**config.mk**
```make
export PLATFORM = sky130hd
export DESIGN_NAME = operand_bypass
export DESIGN_NICKNAME = d
export VERILOG_FILES = /design/src/rtl/operand_bypass_pkg.sv /design/src/rtl/operand_bypass_tracker.sv /design/src/rtl/operand_bypass.sv
export SDC_FILE = /design/constraint.sdc
export NUM_CORES = 1
export LEC_CHECK = 0
export CAP_MARGIN = 20
export CORE_MARGIN = 10
export CORE_UTILIZATION = 30
export CTS_BUF_LIST = sky130_fd_sc_hd__clkbuf_8
export DETAILED_ROUTE_END_ITERATION = 16
export PLACE_DENSITY = 0.63
export SLEW_MARGIN = 15
export SYNTH_ARGS = -nofsm -noshare
export SYNTH_HDL_FRONTEND = slang
export SYNTH_HIERARCHICAL = 1
export SYNTH_SLANG_ARGS = --single-unit
export TNS_END_PERCENT = 5
```
**constraint.sdc**
```tcl
create_clock -name clk -period 2.8 [get_ports clk]
set_clock_uncertainty 0.15 [all_clocks]
set_input_delay 0.56 -clock clk [delete_from_list [all_inputs] [get_ports clk]]
set_output_delay 0.56 -clock clk [all_outputs]
set_load 0.01 [all_outputs]
```
**src/rtl/operand_bypass_pkg.sv**
```systemverilog
// operand_bypass_pkg: shared select encodings, latency classes and tracker entry type
package operand_bypass_pkg;
  localparam int SEL_RF     = 0;
  localparam int SEL_WB     = 1;
  localparam int SEL_STAGE0 = 2;
  localparam int LAT_ALU    = 0;
  localparam int LAT_LOAD   = 1;
  localparam int LAT_MUL    = 2;
  localparam int MAX_AW     = 8;
  localparam int MAX_LW     = 4;
  typedef struct packed {
    logic              v;
    logic [MAX_AW-1:0] addr;
    logic [MAX_LW-1:0] lat;
  } trk_entry_t;
endpackage

```
**src/rtl/operand_bypass_tracker.sv**
```systemverilog
// bypass_tracker: in-flight write shift register, one entry per result stage
module bypass_tracker
  import operand_bypass_pkg::*;
#(
  parameter int STAGES = 3
) (
  input  logic                    clk,
  input  logic                    resetn,
  input  logic                    i_adv,
  input  logic                    i_flush,
  input  trk_entry_t              i_new,
  output trk_entry_t [STAGES-1:0] o_ent
);
  trk_entry_t [STAGES-1:0] r_ent;
  always_ff @(posedge clk or negedge resetn) begin
    if (!resetn) r_ent <= '0;
    else if (i_flush) r_ent <= '0;
    else if (i_adv) begin
      r_ent[0] <= i_new;
      for (int k = 1; k < STAGES; k++) r_ent[k] <= r_ent[k-1];
    end
  end
  assign o_ent = r_ent;
endmodule

```
**src/rtl/operand_bypass.sv**
```systemverilog
// operand_bypass: youngest-first operand forwarding, hazard stall and registered EX operands
module operand_bypass
  import operand_bypass_pkg::*;
#(
  parameter int DATA_W = 32,
  parameter int REG_AW = 5,
  parameter int NRP    = 2,
  parameter int STAGES = 3,
  parameter int SEL_W  = $clog2(STAGES+2)
) (
  input  logic                     clk,
  input  logic                     resetn,
  input  logic                     id_valid,
  input  logic [NRP*REG_AW-1:0]    id_raddr,
  input  logic [NRP*DATA_W-1:0]    id_rf_data,
  input  logic                     id_wen,
  input  logic [REG_AW-1:0]        id_waddr,
  input  logic [SEL_W-1:0]         id_wlat,
  input  logic [STAGES*DATA_W-1:0] stage_data,
  input  logic                     wb_wen,
  input  logic [REG_AW-1:0]        wb_waddr,
  input  logic [DATA_W-1:0]        wb_wdata,
  input  logic                     ex_hold,
  input  logic                     flush,
  output logic                     stall,
  output logic                     ex_valid,
  output logic [NRP*DATA_W-1:0]    ex_opnd,
  output logic [NRP*SEL_W-1:0]     ex_fwd_sel
);
  trk_entry_t [STAGES-1:0] w_ent;
  trk_entry_t              w_new;
  logic [NRP-1:0]          w_haz;
  logic [NRP*DATA_W-1:0]   w_opnd;
  logic [NRP*SEL_W-1:0]    w_sel;
  logic                    w_adv, w_go;
  logic                    r_ex_valid;
  logic [NRP*DATA_W-1:0]   r_ex_opnd;
  logic [NRP*SEL_W-1:0]    r_ex_sel;
  assign stall = ex_hold | (id_valid & |w_haz);
  assign w_adv = ~ex_hold & ~flush;
  assign w_go  = id_valid & ~stall;
  assign w_new = '{v: w_go & id_wen & (id_waddr != '0), addr: MAX_AW'(id_waddr), lat: MAX_LW'(id_wlat)};
  bypass_tracker #(.STAGES(STAGES)) u_trk (
    .clk(clk), .resetn(resetn), .i_adv(w_adv), .i_flush(flush), .i_new(w_new), .o_ent(w_ent)
  );
  for (genvar p = 0; p < NRP; p++) begin : g_port
    logic [REG_AW-1:0] w_a;
    logic [DATA_W-1:0] w_d;
    logic [SEL_W-1:0]  w_s;
    logic              w_h;
    assign w_a = id_raddr[p*REG_AW +: REG_AW];
    // oldest-to-youngest scan so the youngest match overwrites, ready or not
    always_comb begin
      w_d = id_rf_data[p*DATA_W +: DATA_W];
      w_s = SEL_W'(SEL_RF);
      w_h = 1'b0;
      if (w_a == '0) w_d = '0;
      else begin
        if (wb_wen && wb_waddr == w_a) begin
          w_d = wb_wdata;
          w_s = SEL_W'(SEL_WB);
        end
        for (int k = STAGES-1; k >= 0; k--)
          if (w_ent[k].v && w_ent[k].addr == MAX_AW'(w_a)) begin
            w_d = stage_data[k*DATA_W +: DATA_W];
            w_s = SEL_W'(SEL_STAGE0 + k);
            w_h = MAX_LW'(k) < w_ent[k].lat;
          end
      end
    end
    assign w_haz[p]                  = w_h;
    assign w_opnd[p*DATA_W +: DATA_W] = w_d;
    assign w_sel[p*SEL_W +: SEL_W]    = w_s;
  end
  always_ff @(posedge clk or negedge resetn) begin
    if (!resetn) begin
      r_ex_valid <= 1'b0;
      r_ex_opnd  <= '0;
      r_ex_sel   <= '0;
    end else if (flush) r_ex_valid <= 1'b0;
    else if (w_adv) begin
      r_ex_valid <= w_go;
      if (w_go) begin
        r_ex_opnd <= w_opnd;
        r_ex_sel  <= w_sel;
      end
    end
  end
  assign ex_valid   = r_ex_valid;
  assign ex_opnd    = r_ex_opnd;
  assign ex_fwd_sel = r_ex_sel;
endmodule

```
-- Word-level counts from Yosys, hierarchy flattened
Index checks and enable logic that the tools add are counted.
W data, S select, Z words.
- register bits after elaboration: 110
- bits in latches: 0
- memory bits (writable): 0
- memory bits (read-only): 0
- bits of input ports: 222
- logic and storage cells: 78
- memories: 0
- $add $sub $neg: 0
- $mul: 0
- div/mod/pow operators: 0
- magnitude comparators: 3
- equal/unequal tests: 8
- shift-type cells: 0
- multiplexer cells: 32
- bitwise operators: 9
- reductions and logical operators: 14
- operators by type and width (operator ; count):
    $mux W32 ; 10
    $mux W39 ; 2
    $eq A8 B5 Y1 ; 6
    $mux W3 ; 8
    $mux W1 ; 12
    $eq A5 B5 Y1 ; 2
    $logic_not A5 Y1 ; 2
    $logic_and A1 B1 Y1 ; 8
    $lt A1 B4 Y1 const A ; 2
    $and A1 B1 Y1 ; 5
    $reduce_bool A5 Y1 ; 1
    $lt A2 B4 Y1 const A ; 1
    $not A1 Y1 ; 3
    $reduce_and A3 Y1 ; 1
    $reduce_bool A2 Y1 ; 1
    $reduce_or A2 Y1 ; 1
    $or A1 B1 Y1 ; 1

-- Depth between registers and ports, before layout
Gate-level depths: netlist of run 1.
- depth after elaboration: 15
- gate-level depth with buffers: 11
- mapped depth without buffers: 9

-- By module
The synthesis of run 1 kept the hierarchy.
- modules (own cells, without submodules) (module ; times used ; cells each ; area each (µm²) ; sequential area each (µm²)):
    operand_bypass ; 1 ; 640 ; 5863.1 ; 1776.7
    bypass_tracker ; 1 ; 126 ; 1595.3 ; 975.9

-- Worst setup path after synthesis of run 1
No wires, ideal clock.
- kind: input to register
- start point: in id_raddr[6]
- end point: reg r_ex_opnd[32], in the netlist ex_opnd[32]
- arrival: 2545 ps
- required time: 2525 ps
- slack: -20 ps
- stages: 9
- buffers on the path: 3
- cell sequence: clkbuf_1 -> xor2_1 -> nor4_1 -> and3_1 -> clkbuf_1 -> clkbuf_1 -> mux2i_1 -> a21oi_1 -> mux2_4
- word-level cells in the longest chain between the ends: 12
- elaborated cells between the ends (all ways): 24
- classes of those cells: eq/ne: 4; mux: 9; bitwise: 4; reduce/logical: 7
- ends and longest elaborated chain (what ; line ; source):
    from (decl) ; operand_bypass.sv:14 ; input logic [NRP*REG_AW-1:0] id_raddr,
    $eq A8 B5 Y1 ; operand_bypass.sv:64 ; if (w_ent[k].v && w_ent[k].addr == MAX_AW'(w_a)) begin
    $logic_and A1 B1 Y1 ; operand_bypass.sv:64 ;
    $mux W1 (3 in series) ; operand_bypass.sv:64 ;
    $mux W1 ; operand_bypass.sv:57 ; if (w_a == '0) w_d = '0;
    $reduce_or A2 Y1 ; operand_bypass.sv:39 ; assign stall = ex_hold | (id_valid & |w_haz);
    $and A1 B1 Y1 ; operand_bypass.sv:39 ;
    $or A1 B1 Y1 ; operand_bypass.sv:39 ;
    $not A1 Y1 ; operand_bypass.sv:41 ; assign w_go = id_valid & ~stall;
    $and A1 B1 Y1 ; operand_bypass.sv:41 ;
    $reduce_and A3 Y1 (no source line) ; n/a ;
    to (signal assigned) ; operand_bypass.sv:84 ; r_ex_opnd <= w_opnd;
    to (decl) ; operand_bypass.sv:37 ; logic [NRP*DATA_W-1:0] r_ex_opnd;
Several ways; a longest one is shown, not always the timed one.
A chain may end at the register's enable or synchronous reset.

-- Worst setup path in the final report of run 1
- start point: reg u_trk.r_ent, in the netlist u_trk/o_ent[24]
- end point: out stall
- word-level cells in the longest chain between the ends: 8
- elaborated cells between the ends (all ways): 13
- classes of those cells: eq/ne: 2; mux: 6; bitwise: 2; reduce/logical: 3
- ends and longest elaborated chain (what ; line ; source):
    from (decl) ; operand_bypass_tracker.sv:14 ; trk_entry_t [STAGES-1:0] r_ent;
    $eq A8 B5 Y1 ; operand_bypass.sv:64 ;
    $logic_and A1 B1 Y1 ; operand_bypass.sv:64 ;
    $mux W1 (2 in series) ; operand_bypass.sv:64 ;
    $mux W1 ; operand_bypass.sv:57 ;
    $reduce_or A2 Y1 * ; operand_bypass.sv:39 ;
    $and A1 B1 Y1 * ; operand_bypass.sv:39 ;
    $or A1 B1 Y1 * ; operand_bypass.sv:39 ;
    to (decl) ; operand_bypass.sv:25 ; output logic stall,
Mark *: on every way between the ends. The rest lies on a longest branch, timed or not.

==> run metrics, run 1 <==
switching share of power 31.0%; vias in the first global route 8027; layout overhead on the synthesized area 62.0%; WL per Instance 22.2 µm; netlist area before placement 7460 µm²; I/O pin count 294; dpl ws -0.986 ns; Final Max Slew Viols 0; Top FF cell, synth dfrtp_1; global route overflow 0; clock share of power 23.0%; Layout Utilization 49.5%; sequential area share after synthesis 36.9%; failing checks negative setup slack; fmax 303 MHz; Synth area leader dfrtp_1; Power, Total 4.52 mW; crit path buf inv count 1; Cells after DPL 1433; peak supply drop 0.229 mV; WL final 32.4 mm; synth top area cells dfrtp_1, mux2i_1, mux2_4, o21ai_0, nor2_1; TritonCTS Buffers 9; EDFF count, synth 0; Setup CP Type register to primary output; die area 31600 µm²; clk sinks 110; area of the core 24400 µm²; synthesized area per cell 9.74 µm²; CTS tree built; vias per std cell 5.15; post-route ant nets 0; Period minus WS final 3.30 ns; Root Buffer clkbuf_8; fraction of layout cells with a size suffix above 1 18.8%; Die Y 178 µm; period utilization 118%; Pleak 5.01 nW; CP max-delay cell or4b_4; first-pass GRT wire length 48.2 mm; Gate power share 34.7%; type of origin of the critical path register; GPL Wtd Cong 0.907; DR iter-0 viols 497; htree depth 3; Pwr per Cell Area 374 nW/µm²; Slew HR 65.9%; die width 178 µm; RSZ-0062 raised after global routing yes; clock slew at reported path FFs 0.14 ns; placed cell areas 11500 µm²; worst hold slack 0.355 ns; DRC viols 0; Hold Path Class input pin to async pin; Internal 3.12 mW; clk_lat worst skew 0.41 ns; WP data required 2.09 ns; Yosys top cell area share 36.9%; crit path max fanout 2; setup_tns -12.44 ns; Worst EP arrival 2.59 ns; Top delay family on crit path simple AND/OR/NAND/NOR gates; final hold viol count 0; Rows 57; Setup violations, final 72; Slowest Stage Delay on Critical Path 0.56 ns; setup ws final -0.498 ns; Net Switching 1.40 mW; Flop pwr share 42.2%; pin count of the biggest net entering global routing 59; maximum buffer depth of the clock tree 2; via total after detailed routing 7514; crit path capture type primary output; final instance area 12100 µm²; status finished with violations; GR Util All Layers 19.6%; warnings from Yosys 6; Cell Chain, Critical Path or4b_4, nand2b_4, or4_4, o311ai_2, o211ai_1, nand2_1, a21o_1, buf_6; Yosys reg bits 110; ys async rst share 100%; initial core utilization 30.6%; final cell count without fillers 1460; Max Cap Viol 0; Mapped Cells 766; hpwl dp 24.1 mm; 1st-pass router iterations 4; initial antenna violation count 1; slew of the pin with the lowest slew margin 0.512 ns; Layout Nets 1353; ant diodes 0; distinct cell type count after synthesis 43; PortBufs 293
layer usage:
layer,up-vias,track usage (%),part of all wire [%]
met5,-,0,0.034
met4,2,6.04,2.1
met3,43,5.25,8.6
met2,332,32.6,47
met1,3647,24.3,42
li1,3490,-,-
power groups by stage:
| stage | Combinational (mW) | Clock, mW | Sequential [mW] |
|---|---|---|---|
| after floorplan | 0.474 | 0 | 2.02 |
| after global placement | 1.54 | 0 | 1.94 |
| after detailed placement | 1.55 | 0 | 1.94 |
| after CTS | 1.57 | 1.10 | 1.91 |
| after global routing | 1.69 | 1.15 | 1.94 |
| final | 1.57 | 1.04 | 1.91 |
synth_stat cells (31+ instances only):
| master | n |
|---|---|
| a21oi_1 | 36 |
| o21a_1 | 32 |
| o221ai_1 | 32 |
| dfrtp_1 | 110 |
| inv_1 | 34 |
| o21ai_0 | 66 |
| mux2i_1 | 135 |
| mux2_4 | 37 |
| clkbuf_1 | 47 |
| nor2_1 | 80 |
| a211oi_1 | 31 |
logic make-up (layout without fill, tap and decap cells):
kind of cell / Yosys count / in the layout / synth area share (%)
AO/OA/AOI/OAI: 206 / 206 / 17.9
XOR/XNOR: 40 / 40 / 4.70
buffers and inverters: 103 / 470 / 6.49
flip-flops: 110 / 110 / 36.9
multiplexers: 173 / 173 / 25.7
other: 1 / 4 / 0.0503
AND/OR/NAND/NOR: 133 / 133 / 8.20
cell type report:
| cell class | instances | area [µm²] |
|---|---|---|
| flip-flops and latches | 110 | 2750 |
| well taps | 324 | 405 |
| fillers | 2319 | 12300 |
| clock inverters | 7 | 88.8 |
| clock buffers | 9 | 124 |
| repair buffers | 420 | 4180 |
| multi-input cells | 556 | 4410 |
| inverters | 34 | 128 |
registers in the layout (all words and copies together), names as in the netlist:
register / cells
ex_fwd_sel: 6
u_trk/o_ent: 39
ex_valid: 1
ex_opnd: 64
worst paths after layout:
| check | depth (start not counted) | slack, ns | startpoint | endpoint |
|---|---|---|---|---|
| worst max-delay path | 8 | -0.50 | u_trk/o_ent[24]$_DFFE_PN0P_ | stall |
| min in group clk | 1 | 0.37 | ex_opnd[32]$_DFFE_PN0P_ | ex_opnd[32]$_DFFE_PN0P_ |
| worst min-delay path | 2 | 0.36 | resetn | u_trk/o_ent[17]$_DFFE_PN0P_ |
| worst max register to register | 13 | -0.31 | u_trk/o_ent[24]$_DFFE_PN0P_ | ex_opnd[53]$_DFFE_PN0P_ |
| max in group asynchronous | 3 | 1.54 | resetn | ex_opnd[6]$_DFFE_PN0P_ |
| worst min register to register | 1 | 0.37 | ex_opnd[32]$_DFFE_PN0P_ | ex_opnd[32]$_DFFE_PN0P_ |
timing repair:
action                     in CTS  in global routing
gates resized for setup        37                 31
setup endpoints to repair      72                 72
pin swaps                       7                 11
setup buffers                   1                  6
hold buffers                    1                  0
hold endpoints to repair        8                  0
cloned                          1                  2
layout by cell type (no fill, tap or decap), drive strengths merged, types with 3 or more instances in the layout:
cell           instances
inv                   38
nor2                  80
a211oi                31
clkinv                 3
o221ai                32
xnor2                 20
mux2i                135
xor2                  20
nand2                 12
mux2                  38
buf                  126
and3                   5
clkdlybuf4s50        283
dfrtp                110
or4                    3
nand3                  4
nor3                  10
o21a                  32
clkbuf                11
conb                   4
o21ai                 66
nor4                   5
a21oi                 36
dlymetal6s2s           3
dlygate4sd2            5
Power figures use the tool's default switching activity.
==> inputs of run 2 (changes only) <==
--- a/config.mk
+++ b/config.mk
@@ -7,11 +7,11 @@
 export LEC_CHECK = 0
 export CAP_MARGIN = 20
 export CORE_MARGIN = 10
-export CORE_UTILIZATION = 30
+export CORE_UTILIZATION = 41
 export CTS_BUF_LIST = sky130_fd_sc_hd__clkbuf_8
 export DETAILED_ROUTE_END_ITERATION = 16
-export PLACE_DENSITY = 0.63
-export SLEW_MARGIN = 15
+export PLACE_DENSITY = 0.81
+export SLEW_MARGIN = 40
 export SYNTH_ARGS = -nofsm -noshare
 export SYNTH_HDL_FRONTEND = slang
 export SYNTH_HIERARCHICAL = 1
==> run metrics, run 2 (same netlist as run 1, synthesis figures left out) <==
GPL Wtd Cong 0.913 (+0.61%); Root Buffer clkbuf_8; worst reg2reg path depth 10 (-3); pin count of the biggest net entering global routing 50 (-15%); Hold Path Class input pin to async pin; die width 155 µm (-13%); placed cell areas 11300 µm² (-1.7%); Die Y 155 µm (-13%); max reg flops 64 (unchanged); PortBufs 293 (unchanged); type of origin of the critical path register; crit path capture type primary output; number of hold buffers added after cts 0 (-1); peak supply drop 0.239 mV (+4.7%); Cells after DPL 1326 (-7.5%); via total after detailed routing 7719 (+2.7%); Layout Nets 1338 (-1.1%); initial core utilization 41.7% (+11 points); clk sinks 110 (unchanged); die area 24000 µm² (-24%); clock slew at reported path FFs 0.10 ns (-0.04 ns); final cell count without fillers 1352 (-7.4%); period utilization 115% (-3.2 points); maximum buffer depth of the clock tree 2 (unchanged); dpl ws -0.986 ns (+0.000629 ns); first-pass GRT wire length 46.7 mm (-3.1%); GR Util All Layers 24.6% (+5.0 points); layout overhead on the synthesized area 58.8%; final instance area 11800 µm² (-2.0%); FF-to-FF setup slack -0.18 ns (+0.13 ns); WL final 30.8 mm (-4.9%); area of the core 17900 µm² (-27%); DR iter-0 viols 561 (+13%); WP data required 2.09 ns (about the same); TritonCTS Buffers 9 (unchanged); most frequent cells in the layout clkdlybuf4s50_1, mux2i_1, dfrtp_1; I/O pin count 294 (unchanged); clk_lat worst skew 0.39 ns (-0.02 ns); vias in the first global route 8386 (+4.5%); slew of the pin with the lowest slew margin 0.675 ns (+0.163 ns); Setup CP Type register to primary output; Period minus WS final 3.21 ns (-0.0902 ns); initial antenna violation count 3 (+2); crit path max fanout 2 (unchanged); CTS tree built; status finished with violations; failing checks negative setup slack; Worst EP arrival 2.50 ns (-0.09 ns); FF-to-FF End ex_opnd[61]$_DFFE_PN0P_; final hold viol count 0 (unchanged); DRC viols 0 (unchanged); hpwl dp 23.1 mm (-4.5%); post-route ant nets 0 (unchanged); RSZ-0062 raised after global routing yes; Slew HR 55.0% (-11 points); commonest non-fill, non-tap cell in the layout clkdlybuf4s50_1; Rows 49 (-14%); WL per Instance 22.8 µm (+2.7%); Setup violations, final 61 (-15%); Pwr per Cell Area 403 nW/µm² (+7.5%); reg2reg start u_trk/o_ent[24]$_DFFE_PN0P_; fraction of layout cells with a size suffix above 1 17.2% (-1.6 points); Pleak 4.95 nW (-1.3%); Layout Utilization 66.1% (+17 points); global route overflow 0 (unchanged); Final Max Slew Viols 0 (unchanged); fmax 312 MHz (+2.8%); Max Cap Viol 0 (unchanged); setup ws final -0.408 ns (+0.0902 ns); htree depth 3 (unchanged); 1st-pass router iterations 7 (+3); vias per std cell 5.71 (+11%)
[run 2: cell count changes in the layout (fill, tap and decap cells not counted), moves of 3 or more]
cell	before	now
o21ai_0	57	60
buf_4	99	88
buf_8	3	0
bufinv_16	0	4
o21ai_2	3	0
clkinv_8	3	0
[run 2: stage by stage]
step | power (mW) | setup TNS [ns] | hold WS [ns]
after floorplan | 2.49 | -0.407 | 0.114
after detailed placement | 3.47 | -42.94 | 0.344
final | 4.77 | -7.19 | 0.0468
after CTS | 4.80 | -6.00 | 0.0473
after global routing | 4.98 | -14.39 | 0.0767
after global placement | 3.44 | -32.65 | 0.340
[run 2: what timing repair did]
| item | CTS | global route |
|---|---|---|
| gates cloned | 3 | 0 |
| pin swaps | 10 | 3 |
| setup buffers | 2 | 3 |
| setup endpoints to repair | 71 | 73 |
| resized for setup | 30 | 16 |
[run 2: power by group]
part / switching (mW) / leakage, nW / internal (mW)
Combinational: 0.610 / 3.42 / 0.949
Clock: 0.561 / 0.140 / 0.735
Sequential: 0.123 / 1.39 / 1.79
[run 2: worst max-delay path by stage]
stage / startpoint / end
floorplan: id_raddr[6] / ex_opnd[32]$_DFFE_PN0P_
global placement: id_raddr[3] / stall
detailed placement: id_raddr[3] / stall
CTS: u_trk/o_ent[23]$_DFFE_PN0P_ / stall
global route: u_trk/o_ent[24]$_DFFE_PN0P_ / stall
finish: u_trk/o_ent[24]$_DFFE_PN0P_ / stall
[run 2: routing by layer]
| metal | vias up | track usage, % | routed length, µm |
|---|---|---|---|
| met5 | - | 0 | 0 |
| met4 | 0 | 14.1 | 1550 |
| met3 | 95 | 6.70 | 2850 |
| met2 | 456 | 39.6 | 14300 |
| met1 | 3697 | 29.0 | 12100 |
| li1 | 3471 | - | - |
[run 2: cell type report]
| class | instances | area (µm²) |
|---|---|---|
| Timing Repair Buffer | 405 | 4050 |
| Inverter | 34 | 128 |
| Tap cell | 229 | 287 |
| Sequential cell | 110 | 2750 |
| Fill cell | 1430 | 6060 |
| Clock inverter | 5 | 129 |
| Multi-Input combinational cell | 556 | 4340 |
| Antenna cell | 2 | 5.00 |
| Clock buffer | 11 | 151 |
[run 2: critical path, stage by stage (launching register included)]
cell,delay [ns]
dfrtp_1,0.41
or4b_4,0.53
nand2b_4,0.16
or4_4,0.42
o311ai_2,0.08
o211ai_1,0.16
nand2_1,0.13
a21o_1,0.11
buf_2,0.12
==> inputs of run 3 (changes only) <==
--- a/config.mk
+++ b/config.mk
@@ -10,7 +10,7 @@
 export CORE_UTILIZATION = 41
 export CTS_BUF_LIST = sky130_fd_sc_hd__clkbuf_8
 export DETAILED_ROUTE_END_ITERATION = 16
-export PLACE_DENSITY = 0.81
+export PLACE_DENSITY = 0.89
 export SLEW_MARGIN = 40
 export SYNTH_ARGS = -nofsm -noshare
 export SYNTH_HDL_FRONTEND = slang
==> run metrics, run 3 (same netlist as run 1, synthesis figures left out) <==
type of origin of the critical path register; Setup CP Type register to primary output; Final Max Slew Viols 0 (unchanged); peak supply drop 0.248 mV (+3.7%); vias in the first global route 8152 (-2.8%); layout overhead on the synthesized area 58.4%; wire length on met3 2.55 mm (-11%); Pleak 4.96 nW (+0.23%); maximum buffer depth of the clock tree 2 (unchanged); area of the core 17900 µm² (unchanged); FF-to-FF setup slack -0.19 ns (about the same); sequential cell area 2750 µm² (unchanged); 1st-pass router iterations 5 (-2); final cell count without fillers 1359 (+0.52%); Power, Total 4.53 mW (-5.0%); die width 155 µm (unchanged); I/O pin count 294 (unchanged); Hold Path Class input pin to async pin; Slowest Stage Delay on Critical Path 0.56 ns (+0.03 ns); failing checks negative setup slack; DRC viols 0 (unchanged); most frequent cells in the layout clkdlybuf4s50_1, mux2i_1, dfrtp_1; Setup violations, final 65 (+6.6%); Pwr per Cell Area 383 nW/µm² (-4.8%); period utilization 116% (+1.3 points); WP data required 2.09 ns (about the same); PortBufs 293 (unchanged); post-route ant nets 0 (unchanged); htree depth 3 (unchanged); TritonCTS Buffers 9 (unchanged); WL per Instance 22.7 µm (-0.37%); WL final 30.9 mm (+0.14%); CP max-delay cell or4b_4; area of the multi-input gates 4350 µm² (+0.17%); Layout Utilization 66.0% (-0.14 points); global route overflow 0 (unchanged); commonest non-fill, non-tap cell in the layout clkdlybuf4s50_1; Max Cap Viol 0 (unchanged); top sig layer met4; Cell Chain, Critical Path or4b_4, nand2b_4, or4_1, o311ai_1, o211ai_1, nand2_1, a21o_1, buf_2; via total after detailed routing 7675 (-0.57%); GPL Wtd Cong 0.930 (+1.9%); FF-to-FF End ex_opnd[42]$_DFFE_PN0P_; Cells after DPL 1334 (+0.60%); DR iter-0 viols 500 (-11%); Rows 49 (unchanged); vias per std cell 5.65 (-1.1%); initial antenna violation count 1 (-2); Die Y 155 µm (unchanged); Period minus WS final 3.24 ns (+0.0366 ns); worst setup path end stall; clk sinks 110 (unchanged); final hold viol count 0 (unchanged); setup ws final -0.444 ns (-0.0366 ns); Root Buffer clkbuf_8; fraction of layout cells with a size suffix above 1 17.8% (+0.59 points); RSZ-0062 raised after global routing yes; crit path capture type primary output; initial core utilization 41.7% (unchanged); pin count of the biggest net entering global routing 54 (+8.0%); worst reg2reg path depth 10 (unchanged); crit path max fanout 2 (unchanged); Post-Route M1 WL 12.8 mm (+6.0%); clk_lat worst skew 0.39 ns (about the same); Worst EP arrival 2.53 ns (+0.03 ns); fmax 308 MHz (-1.1%); CTS tree built; status finished with violations; number of fill cells in the layout 1428 (-0.14%); wire length on met2 14.4 mm (+0.68%); max reg flops 64 (unchanged); hpwl dp 23.0 mm (-0.10%); reg2reg start u_trk/o_ent[23]$_DFFE_PN0P_; clock slew at reported path FFs 0.12 ns (+0.02 ns); GR Util All Layers 24.6% (about the same); first-pass GRT wire length 46.8 mm (+0.31%); Layout Nets 1346 (+0.60%); die area 24000 µm² (unchanged); CP startpoint u_trk/o_ent[23]$_DFFE_PN0P_
## run 3: cell types whose count changed in the layout (fill, tap and decap cells not counted), moves of 4 or more
cell / delta
xor2_1: -4
buf_4: +11
xor2_2: +4
o21ai_1: -5
buf_6: -5
o21ai_0: +4
## run 3: worst max-delay path, delay by kind of cell, from the launching register on
| kind | cells | cell delay, ns |
|---|---|---|
| and+or+nand+nor | 4 | 1.25 |
| DFF | 1 | 0.40 |
| buffers and inverters | 1 | 0.12 |
| AOI/OAI and AO/OA | 3 | 0.38 |
## run 3: how the worst min path moves through the flow
stage | startpoint | to
after floorplan | resetn | ex_fwd_sel[0]$_DFFE_PN0P_
after global placement | resetn | u_trk/o_ent[5]$_DFFE_PN0P_
after detailed placement | resetn | u_trk/o_ent[19]$_DFFE_PN0P_
after CTS | resetn | u_trk/o_ent[19]$_DFFE_PN0P_
after global routing | resetn | u_trk/o_ent[20]$_DFFE_PN0P_
final | resetn | u_trk/o_ent[31]$_DFFE_PN0P_
## run 3: power by group
| part | switching, mW | total (mW) | internal [mW] | leakage (nW) |
|---|---|---|---|---|
| Combinational | 0.611 | 1.57 | 0.957 | 3.47 |
| Sequential | 0.129 | 1.92 | 1.79 | 1.39 |
| Clock | 0.618 | 1.04 | 0.426 | 0.105 |
| Total | 1.36 | 4.53 | 3.17 | 4.96 |
## run 3: timing repair
action                                  in CTS  in global routing
endpoints found under the setup margin      70                 73
gates resized for setup                     27                 15
setup buffers                                3                  2
pin swaps                                    9                  1
cloned                                       2                  0
hold endpoints to repair                     7                  0
hold buffers                                 1                  0
## run 3: metrics by stage
step           instance area [µm²]  worst slack [ns]  hold WS, ns  setup TNS, ns
5_1_grt                      11800            -0.541        0.362         -13.66
6_report                     11800            -0.444        0.360          -6.86
3_3_place_gp                 11400            -0.950        0.252         -41.88
3_5_place_dp                 11400            -0.989        0.252         -45.65
4_1_cts                      11700            -0.466        0.351          -6.06
2_1_floorplan                 7470           -0.0203        0.114         -0.407
## run 3: metal layers
metal  global-route usage [%]  vias to the layer above
met1                     30.8                     3708
li1                         -                     3476
met3                     6.07                       75
met4                     10.9                        0
met2                     39.3                      416
met5                        0                        -
## run 3: area by class of cell
class	instances	area share, %
multi-input cells	556	36.8
clock inverters	7	0.667
diodes	1	0.0212
well taps	229	2.42
inverters	34	1.08
clock buffers	9	1.05
flip-flops and latches	110	23.3
repair buffers	413	34.6
